`config.mk`:
```
export PLATFORM = sky130hd
export DESIGN_NAME = im_arbiter
export DESIGN_NICKNAME = d
export VERILOG_FILES = /design/src/rtl/im_arbiter_pkg.sv /design/src/rtl/im_grant.sv /design/src/rtl/im_arbiter.sv
export SDC_FILE = /design/constraint.sdc
export NUM_CORES = 1
export LEC_CHECK = 0
export CAP_MARGIN = 20
export CELL_PAD_IN_SITES_DETAIL_PLACEMENT = 1
export CELL_PAD_IN_SITES_GLOBAL_PLACEMENT = 2
export CORE_UTILIZATION = 10
export CTS_BUF_LIST = sky130_fd_sc_hd__clkbuf_16
export DETAILED_ROUTE_END_ITERATION = 10
export PLACE_DENSITY = 0.95
export SETUP_SLACK_MARGIN = 0.2
export SLEW_MARGIN = 5
export SYNTH_ARGS = -nofsm -noshare
export SYNTH_HDL_FRONTEND = slang
export SYNTH_HIERARCHICAL = 1
export SYNTH_SLANG_ARGS = --single-unit
```
`constraint.sdc`:
```
create_clock -name clk -period 3 [get_ports clk]
set_input_delay 0.6 -clock clk [delete_from_list [all_inputs] [get_ports clk]]
set_output_delay 0.6 -clock clk [all_outputs]
set_load 0.05 [all_outputs]
```
`src/rtl/im_arbiter_pkg.sv`:
```
// Shared cpu package: instruction-memory map defaults, arbiter port select, address check.
// Latency: n/a (types, constants and a pure function only).
// Backpressure: n/a.
package im_arbiter_pkg;

  // Byte address of instruction-memory word 0 and memory size in 32-bit words.
  localparam logic [31:0] BASE_ADDR  = 32'h0000_3000;
  localparam int unsigned DEPTH      = 1024;

  // Loader may be denied at most this many consecutive cycles.
  localparam int unsigned STARVE_MAX = 4;
  localparam int unsigned CNT_W      = 3;

  // Which requester owns an in-flight response.
  typedef enum logic {
    PORT_IF = 1'b0,
    PORT_LD = 1'b1
  } port_e;

  // True when a byte address is outside the memory window or not word aligned.
  // The upper bound is computed in 34 bits so a window ending at 4 GiB cannot wrap.
  function automatic logic addr_bad(input logic [31:0] addr,
                                    input logic [31:0] base,
                                    input int unsigned depth);
    logic [33:0] w_lim;
    w_lim = {2'b00, base} + (34'(depth) << 2);
    return (addr < base) || ({2'b00, addr} >= w_lim) || (addr[1:0] != 2'b00);
  endfunction

endpackage

```
`src/rtl/im_grant.sv`:
```
// Fixed-priority grant (fetch first) with a loader starvation counter.
// Latency: grants are combinational, same cycle as the request; counter updates on clk.
// Backpressure: a denied requester simply keeps its request high; the loader wins once starved.
//
// Ports:
//   clk, reset_n        clock, asynchronous active-low reset
//   if_req, ld_req      fetch / loader requests
//   if_gnt, ld_gnt      one-hot-or-zero grants, forced low while in reset
module im_grant #(
  parameter int unsigned STARVE_MAX = 4
) (
  input  logic clk,
  input  logic reset_n,
  input  logic if_req,
  input  logic ld_req,
  output logic if_gnt,
  output logic ld_gnt
);

  import im_arbiter_pkg::*;

  logic [CNT_W-1:0] r_cnt;
  logic             w_starved;

  assign w_starved = (r_cnt == CNT_W'(STARVE_MAX));

  // Loader wins when fetch is idle or when it has waited STARVE_MAX cycles.
  // Gating with reset_n keeps the grants (and everything derived from them) low
  // while reset is asserted, independent of the request inputs.
  assign ld_gnt = reset_n & ld_req & (~if_req | w_starved);
  assign if_gnt = reset_n & if_req & ~(ld_req & w_starved);

  // Count consecutive denied loader cycles; saturate rather than wrap.
  always_ff @(posedge clk or negedge reset_n) begin
    if (!reset_n) begin
      r_cnt <= '0;
    end else if (ld_req && !ld_gnt) begin
      if (!w_starved) begin
        r_cnt <= r_cnt + CNT_W'(1);
      end
    end else begin
      r_cnt <= '0;
    end
  end

endmodule

```
`src/rtl/im_arbiter.sv`:
```
// Two-port (fetch / loader) arbiter in front of a single-port synchronous instruction memory.
// Latency: grant same cycle; read response (rvalid/rdata/err) exactly one cycle after grant.
// Backpressure: none on responses; requests are held off only by withholding the grant.
//
// Ports:
//   clk, reset_n                              clock, asynchronous active-low reset
//   if_req/if_addr -> if_gnt                  fetch read request and grant
//   if_rvalid/if_rdata/if_err                 fetch read response
//   ld_req/ld_we/ld_addr/ld_wdata -> ld_gnt   loader read/write request and grant
//   ld_rvalid/ld_rdata/ld_err                 loader read response
//   im_en/im_we/im_addr/im_wdata, im_rdata    memory side; im_rdata valid one cycle after a read
module im_arbiter #(
  parameter logic [31:0] BASE_ADDR  = im_arbiter_pkg::BASE_ADDR,
  parameter int unsigned DEPTH      = im_arbiter_pkg::DEPTH,
  parameter int unsigned STARVE_MAX = im_arbiter_pkg::STARVE_MAX,
  localparam int unsigned AW        = $clog2(DEPTH)
) (
  input  logic          clk,
  input  logic          reset_n,
  // fetch port
  input  logic          if_req,
  input  logic [31:0]   if_addr,
  output logic          if_gnt,
  output logic          if_rvalid,
  output logic [31:0]   if_rdata,
  output logic          if_err,
  // loader / debug port
  input  logic          ld_req,
  input  logic          ld_we,
  input  logic [31:0]   ld_addr,
  input  logic [31:0]   ld_wdata,
  output logic          ld_gnt,
  output logic          ld_rvalid,
  output logic [31:0]   ld_rdata,
  output logic          ld_err,
  // memory
  output logic          im_en,
  output logic          im_we,
  output logic [AW-1:0] im_addr,
  output logic [31:0]   im_wdata,
  input  logic [31:0]   im_rdata
);

  import im_arbiter_pkg::*;

  logic        w_any_gnt;
  logic [31:0] w_addr;
  logic [31:0] w_off;
  logic        w_bad;
  logic        w_is_wr;
  logic        w_is_rd;
  port_e       w_port;

  logic        r_resp_valid;
  logic        r_resp_err;
  port_e       r_resp_port;

  im_grant #(
    .STARVE_MAX (STARVE_MAX)
  ) u_grant (
    .clk     (clk),
    .reset_n (reset_n),
    .if_req  (if_req),
    .ld_req  (ld_req),
    .if_gnt  (if_gnt),
    .ld_gnt  (ld_gnt)
  );

  // Grants are mutually exclusive, so the winner's request is selected by ld_gnt alone.
  assign w_any_gnt = if_gnt | ld_gnt;
  assign w_port    = ld_gnt ? PORT_LD : PORT_IF;
  assign w_addr    = ld_gnt ? ld_addr : if_addr;
  assign w_off     = w_addr - BASE_ADDR;
  assign w_bad     = addr_bad(w_addr, BASE_ADDR, DEPTH);
  assign w_is_wr   = ld_gnt & ld_we;
  assign w_is_rd   = w_any_gnt & ~w_is_wr;

  // Bad requests are still granted but never touch the memory. The memory-side
  // buses are zeroed when unused so they read 0 in reset and when idle.
  assign im_en     = w_any_gnt & ~w_bad;
  assign im_we     = im_en & w_is_wr;
  assign im_addr   = im_en ? w_off[AW+1:2] : '0;
  assign im_wdata  = im_we ? ld_wdata : '0;

  // One-deep response tracker: a read granted this cycle answers next cycle on
  // its own port, so back-to-back grants give one response per cycle.
  always_ff @(posedge clk or negedge reset_n) begin
    if (!reset_n) begin
      r_resp_valid <= 1'b0;
      r_resp_err   <= 1'b0;
      r_resp_port  <= PORT_IF;
    end else begin
      r_resp_valid <= w_is_rd;
      r_resp_err   <= w_is_rd & w_bad;
      r_resp_port  <= w_port;
    end
  end

  // Data is passed only for a good response; otherwise the data bus reads 0.
  assign if_rvalid = r_resp_valid & (r_resp_port == PORT_IF);
  assign ld_rvalid = r_resp_valid & (r_resp_port == PORT_LD);
  assign if_err    = if_rvalid & r_resp_err;
  assign ld_err    = ld_rvalid & r_resp_err;
  assign if_rdata  = (if_rvalid & ~r_resp_err) ? im_rdata : 32'h0;
  assign ld_rdata  = (ld_rvalid & ~r_resp_err) ? im_rdata : 32'h0;

endmodule

```
# [After elaboration in Yosys (flattened, before gate mapping)]
# Index checks and enable logic that the tools add are counted.
[word_totals] elab_cells=47 inputBits=133 register_bits=6
[op_classes] bitwise_logic=24 addsub=2 mux=8 n_eq_ne=2 reduce_logical=5 order_cmp=2
[op_table] cell="32-bit 2-to-1 mux" count=4
[op_table] cell="32-bit by 15-bit >= comparator with 1-bit output (second input constant)" count=1
[op_table] cell="32-bit by 14-bit < comparator with 1-bit output (second input constant)" count=1
[op_table] cell="1-bit AND" count=16
[op_table] cell="12-bit by 1-bit subtractor with 12-bit output (second input constant)" count=1
[op_table] cell="10-bit 2-to-1 mux" count=1
[op_table] cell="3-bit 2-to-1 mux" count=2
[op_table] cell="1-bit NOT" count=6
[op_table] cell="3-bit by 1-bit adder with 3-bit output (second input constant)" count=1
[op_table] cell="3-bit equality test (second input constant)" count=1
[op_table] cell="1-bit logical OR" count=2
[op_table] cell="2-bit != test (second input constant)" count=1
[op_table] cell="1-bit OR" count=2
[op_table] cell="2-bit nonzero test" count=1
[op_table] cell="1-bit logical AND" count=1
[op_table] cell="1-bit zero test" count=1
[op_table] cell="1-bit 2-to-1 mux" count=1

# [Logic depth before layout (Yosys ltp)]
# Gate-level depths: netlist of the first run.
[depth] word_depth=11 depth_mapped=11 depth_no_buf=9

# [By module]
# Netlist of the first run, hierarchy kept.
[modules_own_cells] mod="im_arbiter" area_each_um2=1119.8 instances=1 cells_each=167 seq_area_each_um2=75.1
[modules_own_cells] mod="im_grant" area_each_um2=217.7 instances=1 cells_each=23 seq_area_each_um2=75.1

# [Least setup slack after synthesis of the first run]
# No wires, ideal clock.
[synth_path] kind="reg2out" start="register u_grant.r_cnt[0]" end="output port im_addr[2]" stages_incl_launch_ff=12 setup_slack_ns=-1.049 t_arrival_ns=3.449 path_cell_list="dfrtp_1 > inv_1 > ha_1 > nand2_1 > a21oi_1 > buf_6 > nor4b_2 > nand4_1 > nor4_1 > o221a_2 > buf_6 > nor2b_1"
[synth_via] elab_chain_len=10 elab_cells_between_ends=17 cone_classes="add/sub: 1; order compare: 2; eq/ne: 1; mux: 2; bitwise: 8; reduce/logical: 3"
[synth_lines] element="start, declared" line_no="im_grant.sv:22" source="logic [CNT_W-1:0] r_cnt;"
[synth_lines] element="start signal, assigned" line_no="im_grant.sv:39" source="r_cnt <= r_cnt + CNT_W'(1);"
[synth_lines] element="3-bit equality test (*)" line_no="im_grant.sv:25" source="assign w_starved = (r_cnt == CNT_W'(STARVE_MAX));"
[synth_lines] element="1-bit OR (*)" line_no="im_grant.sv:30" source="assign ld_gnt = reset_n & ld_req & (~if_req | w_starved);"
[synth_lines] element="1-bit AND (*)" line_no="im_grant.sv:30"
[synth_lines] element="via ld_gnt" line_no="im_arbiter.sv:32" source="output logic ld_gnt,"
[synth_lines] element="32-bit 2-to-1 mux" line_no="im_arbiter.sv:72" source="assign w_addr = ld_gnt ? ld_addr : if_addr;"
[synth_lines] element="32-bit by 14-bit < comparator with 1-bit output / 32-bit by 15-bit >= comparator with 1-bit output (equally long branches)" line_no="im_arbiter_pkg.sv:27" source="return (addr < base) || ({2'b00, addr} >= w_lim) || (addr[1:0] != 2'b00);"
[synth_lines] element="1-bit logical OR (2 in series)" line_no="im_arbiter_pkg.sv:27"
[synth_lines] element="1-bit NOT" line_no="im_arbiter.sv:80" source="assign im_en = w_any_gnt & ~w_bad;"
[synth_lines] element="1-bit AND" line_no="im_arbiter.sv:80"
[synth_lines] element="10-bit 2-to-1 mux (*)" line_no="im_arbiter.sv:82" source="assign im_addr = im_en ? w_off[AW+1:2] : '0;"
[synth_lines] element="end, declared" line_no="im_arbiter.sv:39" source="output logic [AW-1:0] im_addr,"
# The timed path passes the listed nets; every way through them passes the cells marked *.

# [Worst setup path in the final report of the first run]
[layout_path] start="input port ld_addr[31]" end="output port im_wdata[30]"
[layout_via] elab_chain_len=8 elab_cells_between_ends=9 cone_classes="order compare: 2; mux: 2; bitwise: 3; reduce/logical: 2"
[layout_lines] element="start, declared" line_no="im_arbiter.sv:30" source="input logic [31:0] ld_addr,"
[layout_lines] element="32-bit 2-to-1 mux (*)" line_no="im_arbiter.sv:72"
[layout_lines] element="32-bit by 14-bit < comparator with 1-bit output / 32-bit by 15-bit >= comparator with 1-bit output (equally long branches)" line_no="im_arbiter_pkg.sv:27"
[layout_lines] element="1-bit logical OR (*) (2 in series)" line_no="im_arbiter_pkg.sv:27"
[layout_lines] element="1-bit NOT (*)" line_no="im_arbiter.sv:80"
[layout_lines] element="1-bit AND (*)" line_no="im_arbiter.sv:80"
[layout_lines] element="1-bit AND (*)" line_no="im_arbiter.sv:81" source="assign im_we = im_en & w_is_wr;"
[layout_lines] element="32-bit 2-to-1 mux (*)" line_no="im_arbiter.sv:83" source="assign im_wdata = im_we ? ld_wdata : '0;"
[layout_lines] element="end, declared" line_no="im_arbiter.sv:40" source="output logic [31:0] im_wdata,"
# Every way passes the cells marked *; elsewhere a longest branch is shown, timed or not.

==> impl_metrics.ini, run 1 <==
[floorplan]
die_area_um2 = 13800
coreArea_um2 = 12800
ios = 247
die_w_um = 118
start_util_pct = 10.4
die_y_um = 118
rows = 41

[sta]
fin_crit_ps = 3240
finalMaxSlewViolations = 0
whs_ps = 455
clock.fmax_ghz = 0.308
relSlewSlack_pct = 63.0
hold_violations = 0
worst_pin_slew_ps = 554
setup_slack_ps = -245
rsz0062_at_grt = yes
fin_worst_skew_ps = 0.241
setup_violations = 44
setup_tns_ps = -8920
period_share_pct = 108

[power_and_ir_drop]
pwr-share-clk_pct = 25.7
p_leak_nw = 2.18
ir_drop_v = 0.000132
p_per_area_nw_per_um2 = 149
intPower_w = 0.000563
p_seq_share_pct = 10.8
pwr-share-comb_pct = 63.5
p_sw_share_pct = 33.5
switching_power_w = 0.000283

[placement]
gp_congestion = 0.844
hpwl_um = 8790
io_buffers = 246
dp.cells = 606
place_ws_ps = -466

[worst_setup_path]
arrival_ps = 2640
cpPeakStageDelay_ps = 440
worstPathRequired_ps = 2400
worstPathCellList = clkdlybuf4s50_1, nor4b_4, buf_4, nand4_1, nor4_2, o221a_2, buf_6, buf_8, buf_16, and3_4, buf_12
crit_type = input port to primary output
worst-path-max-fanout = 8
crit_slowest_cell = clkdlybuf4s50_1
end_kind = primary output
start_kind = input port

[clocking]
clockBufferDepth = 2
cts.sinks = 6
cts_tree = built
holdBufCountCts = 0
numCtsBuffers = 3
htree_levels = 1
clk_pin_slew_worst_paths_ps = 30
insertion_delay_ps = 230
root_buffer = clkbuf_16

[detailed_routing]
ant_nets = 0
num_vias = 2479
postRouteWirelength_um = 10700
drtPass1Iterations = 4
drt_iter0_markers = 59
route.detailed.wl_per_inst_um = 17.2
viasPerCell = 4.00
drcViolationCount = 0

[global_route]
overflow = 0
grt_max_degree = 33
grt_pass1_vias = 2803
grt_usage_pct = 15.1
grt_pass1_wl_um = 16600
antenna_found_initial = 0

[logic_synthesis]
yosysSeqAreaShare_pct = 11.2
syn_area_um2 = 1340
yosys_warnings = 6
synth_cells = 190
syn_area_per_cell_um2 = 7.04
ys_types = 28
synth_seq_cells = 6
syn_nets = 325

[flow_run]
drv_cap = 0

[cells_and_area]
layout-drive-gt1-share_pct = 44.1
final_common_cell = clkdlybuf4s50_1
final_cells = 619
layout_common_cells = clkdlybuf4s50_1, buf_12, and2_1
post-route-util_pct = 44.2
fill_cells = 1326
fin_nets = 584
area_growth_pct = 324
diodes = 0

[hold_path]
hp-class = input port to async pin

[outcome]
violations = setup timing
status = finished with violations
-- state kept, by name, indices dropped and copies added (netlist names) --
| signal | count |
|---|---|
| r_resp_err | 1 |
| r_resp_port | 1 |
| u_grant/r_cnt | 3 |
| r_resp_valid | 1 |
-- per-stage QoR --
step	cell area, µm²	power, W
2_1_floorplan	1580	0.000270
3_3_place_gp	5400	0.000609
3_5_place_dp	5400	0.000622
4_1_cts	5660	0.000852
5_1_grt	5670	0.000881
6_report	5670	0.000847
-- synthesized netlist by cell type --
library cell,n,area (µm²)
nor3_1,1,5.00
nor2b_1,16,100
nor2_1,4,15.0
ha_1,2,25.0
nand4_1,3,18.8
a22oi_1,10,75.1
dfrtp_1,6,150
nor4_1,7,43.8
mux2_4,1,15.0
inv_1,2,7.51
nand2_1,5,18.8
o221a_2,1,11.3
a211oi_2,1,12.5
nand4b_1,1,8.76
and2_0,1,6.26
clkbuf_1,11,41.3
and2_1,67,419
and3_1,34,213
o21ai_0,1,5.00
o32ai_1,2,17.5
nor4_2,2,25.0
nand3_1,1,5.00
buf_1,1,3.75
a21oi_1,2,10.0
nor4b_2,1,15.0
buf_6,5,56.3
and2_2,1,7.51
nand2b_1,1,6.26
-- layout make-up --
type / instances / area, µm² / area share, %
tap: 172 / 215 / 3.79
multi-input combinational: 165 / 1380 / 24.3
clock buffer: 3 / 75.1 / 1.32
sequential: 6 / 150 / 2.65
inverter: 2 / 7.51 / 0.132
timing repair buffer: 271 / 3850 / 67.8
-- final timing paths --
path / endpoint / cells after the start / slack [ps] / startpoint
max in group asynchronous: u_grant/r_cnt[0]$_DFFE_PN0P_ / 2 / 2410 / reset_n
max reg2reg: r_resp_err$_DFF_PN0_ / 12 / 810 / u_grant/r_cnt[1]$_DFFE_PN0P_
min in group clk: u_grant/r_cnt[2]$_DFFE_PN0P_ / 1 / 630 / u_grant/r_cnt[2]$_DFFE_PN0P_
max: im_wdata[30] / 11 / -240 / ld_addr[31]
min: r_resp_err$_DFF_PN0_ / 2 / 450 / reset_n
min reg2reg: u_grant/r_cnt[2]$_DFFE_PN0P_ / 1 / 630 / u_grant/r_cnt[2]$_DFFE_PN0P_
-- power by group through the flow --
stage               logic (W)  clock network (W)  registers (W)
global route         0.000563           0.000225      0.0000925
floorplan            0.000179                  0      0.0000907
CTS                  0.000540           0.000221      0.0000918
global placement     0.000518                  0      0.0000912
detailed placement   0.000530                  0      0.0000922
finish               0.000537           0.000218      0.0000918
-- critical path: cells and delay by family --
kind / cells / cell delay (ps)
compound gates: 1 / 240
simple gates: 4 / 730
buf+inv: 6 / 1060
-- cell families (layout without fill, tap and decap cells) --
kind of cell / Yosys count / after routing / synth area share, %
fa+ha+maj: 2 / 2 / 1.87
buf+inv: 19 / 276 / 8.14
mux: 1 / 1 / 1.12
simple gates: 145 / 145 / 67.8
compound gates: 17 / 17 / 9.82
flops: 6 / 6 / 11.2
-- routing by layer --
layer	GRT usage [%]	routed length, µm
met1	15.5	3780
met2	30.3	5810
met3	4.02	932
met4	2.72	123
met5	0	0
-- repair_timing --
item	CTS	global route
resized for setup	21	1
setup buffers	6	1
pin swaps	7	4
setup endpoints to repair	44	44
gates cloned	3	0
Power figures use the tool's default switching activity.
==> run 2: changes to the inputs <==
--- a/config.mk
+++ b/config.mk
@@ -12,6 +12,7 @@
 export CTS_BUF_LIST = sky130_fd_sc_hd__clkbuf_16
 export DETAILED_ROUTE_END_ITERATION = 10
 export PLACE_DENSITY = 0.95
+export REMOVE_ABC_BUFFERS = 1
 export SETUP_SLACK_MARGIN = 0.2
 export SLEW_MARGIN = 5
 export SYNTH_ARGS = -nofsm -noshare
==> run 2 against run 1 <==
Compared with the run above: largest power group unchanged; the flow still finishes with violations (setup timing); first-iteration DRC count is 15% higher; largest cell class unchanged; critical endpoint is now im_addr[0]; setup slack better by 45 ps; die area is the same.
==> impl_metrics.ini, run 2 (synthesized netlist as in run 1, its figures left out) <==
[cells_and_area]
regMostFlops = u_grant/r_cnt
final_area_um2 = 5710
seq_area_um2 = 150
layout_common_cells = clkdlybuf4s50_1, buf_12, and2_1
final_common_cell = clkdlybuf4s50_1
post-route-util_pct = 44.5
diodes = 0
largest_register_ffs = 3
area_growth_pct = 327
layout-drive-gt1-share_pct = 44.4
fill_cells = 1345
multiInputGateArea_um2 = 1390
fin_nets = 587

[worst_setup_path]
start_kind = register
worst-path-max-fanout = 5
worstPathRequired_ps = 2400
end_kind = primary output
crit_type = register to primary output
arrival_ps = 2600

[sta]
fin_worst_skew_ps = 2.97
period_share_pct = 107
relSlewSlack_pct = 63.0
hold_violations = 0
worst_pin_slew_ps = 554
whs_ps = 432
setup_violations = 43
clock.fmax_ghz = 0.312
setup_slack_ps = -200
setup_tns_ps = -6800
rsz0062_at_grt = yes
fin_crit_ps = 3200
finalMaxSlewViolations = 0

[detailed_routing]
drcViolationCount = 0
ant_nets = 0
num_vias = 2505
viasPerCell = 4.03
route.detailed.wl_per_inst_um = 17.3
drtPass1Iterations = 4
postRouteWirelength_um = 10800
drt_iter0_markers = 68

[floorplan]
die_area_um2 = 13800
die_y_um = 118
start_util_pct = 10.4
die_w_um = 118
rows = 41
ios = 247
coreArea_um2 = 12800

[clocking]
cts_tree = built
root_buffer = clkbuf_16
clk_pin_slew_worst_paths_ps = 30
numCtsBuffers = 3
clockBufferDepth = 2
insertion_delay_ps = 230
cts.sinks = 6
htree_levels = 1

[placement]
gp_congestion = 0.800
placed_area_um2 = 5140
hpwl_um = 8660
io_buffers = 246

[power_and_ir_drop]
p_per_area_nw_per_um2 = 148
ir_drop_v = 0.000123
p_leak_nw = 2.20

[global_route]
grt_pass1_vias = 2891
overflow = 0
grt_usage_pct = 15.2
grt_max_degree = 33
antenna_found_initial = 0
grt_pass1_wl_um = 16600

[flow_run]
drv_cap = 0

[outcome]
violations = setup timing
status = finished with violations

[hold_path]
hp-class = input port to async pin
-- run 2: cell count changes in the layout (fill, tap and decap cells not counted), sizes merged --
cell           delta
buf               +3
clkdlybuf4s15     +1
clkdlybuf4s50     -6
dlygate4sd2       +5
-- run 2: report_power, final --
| part | switching (W) | internal, W |
|---|---|---|
| clock | 0.0000411 | 0.000171 |
| sequential | 0.00000445 | 0.0000868 |
| combinational | 0.000236 | 0.000306 |
| total | 0.000281 | 0.000563 |
-- run 2: layout make-up --
cell class / count / area share [%]
clock buffers: 3 / 1.31
inverters: 2 / 0.131
multi-input cells: 165 / 24.3
flip-flops and latches: 6 / 2.63
well taps: 172 / 3.77
repair buffers: 274 / 67.9
-- run 2: repair_timing --
action	in CTS	in global routing
resized for setup	73	10
hold buffers	0	0
gates cloned	4	0
setup endpoints to repair	44	44
setup buffers	7	2
pin swaps	20	5
endpoints found under the hold margin	0	0
-- run 2: final timing paths --
check                                             start                           end  slack, ps  cells after the start
max                        u_grant/r_cnt[1]$_DFFE_PN0P_                    im_addr[0]       -200                     13
max reg2reg                u_grant/r_cnt[1]$_DFFE_PN0P_          r_resp_err$_DFF_PN0_       1010                     10
min in group clk           u_grant/r_cnt[2]$_DFFE_PN0P_  u_grant/r_cnt[2]$_DFFE_PN0P_        640                      1
min reg2reg                u_grant/r_cnt[2]$_DFFE_PN0P_  u_grant/r_cnt[2]$_DFFE_PN0P_        640                      1
max in group asynchronous                       reset_n          r_resp_err$_DFF_PN0_       2430                      2
min                                             reset_n  u_grant/r_cnt[2]$_DFFE_PN0P_        430                      2
-- run 2: stage by stage --
step,worst slack (ps),std cells,power (W)
floorplan,-1670,173,0.000257
global placement,-453,606,0.000598
detailed placement,-585,606,0.000611
CTS,-283,620,0.000845
global route,-346,622,0.000877
finish,-200,622,0.000845
-- run 2: critical path, stage by stage (launching register included) --
cell,delay [ps]
dfrtp_1,390
inv_2,90
ha_4,160
nand2_4,50
a21oi_4,160
nor4b_4,210
nand4_1,120
nor4_2,230
o221a_2,280
buf_6,120
buf_6,120
buf_16,120
nor2b_4,170
buf_12,140
-- run 2: routing by layer --
layer	part of all wire (%)	track usage [%]
met3	9.3	4.22
met2	54	30.4
met5	0	0
met1	35	15.3
met4	1.0	2.96
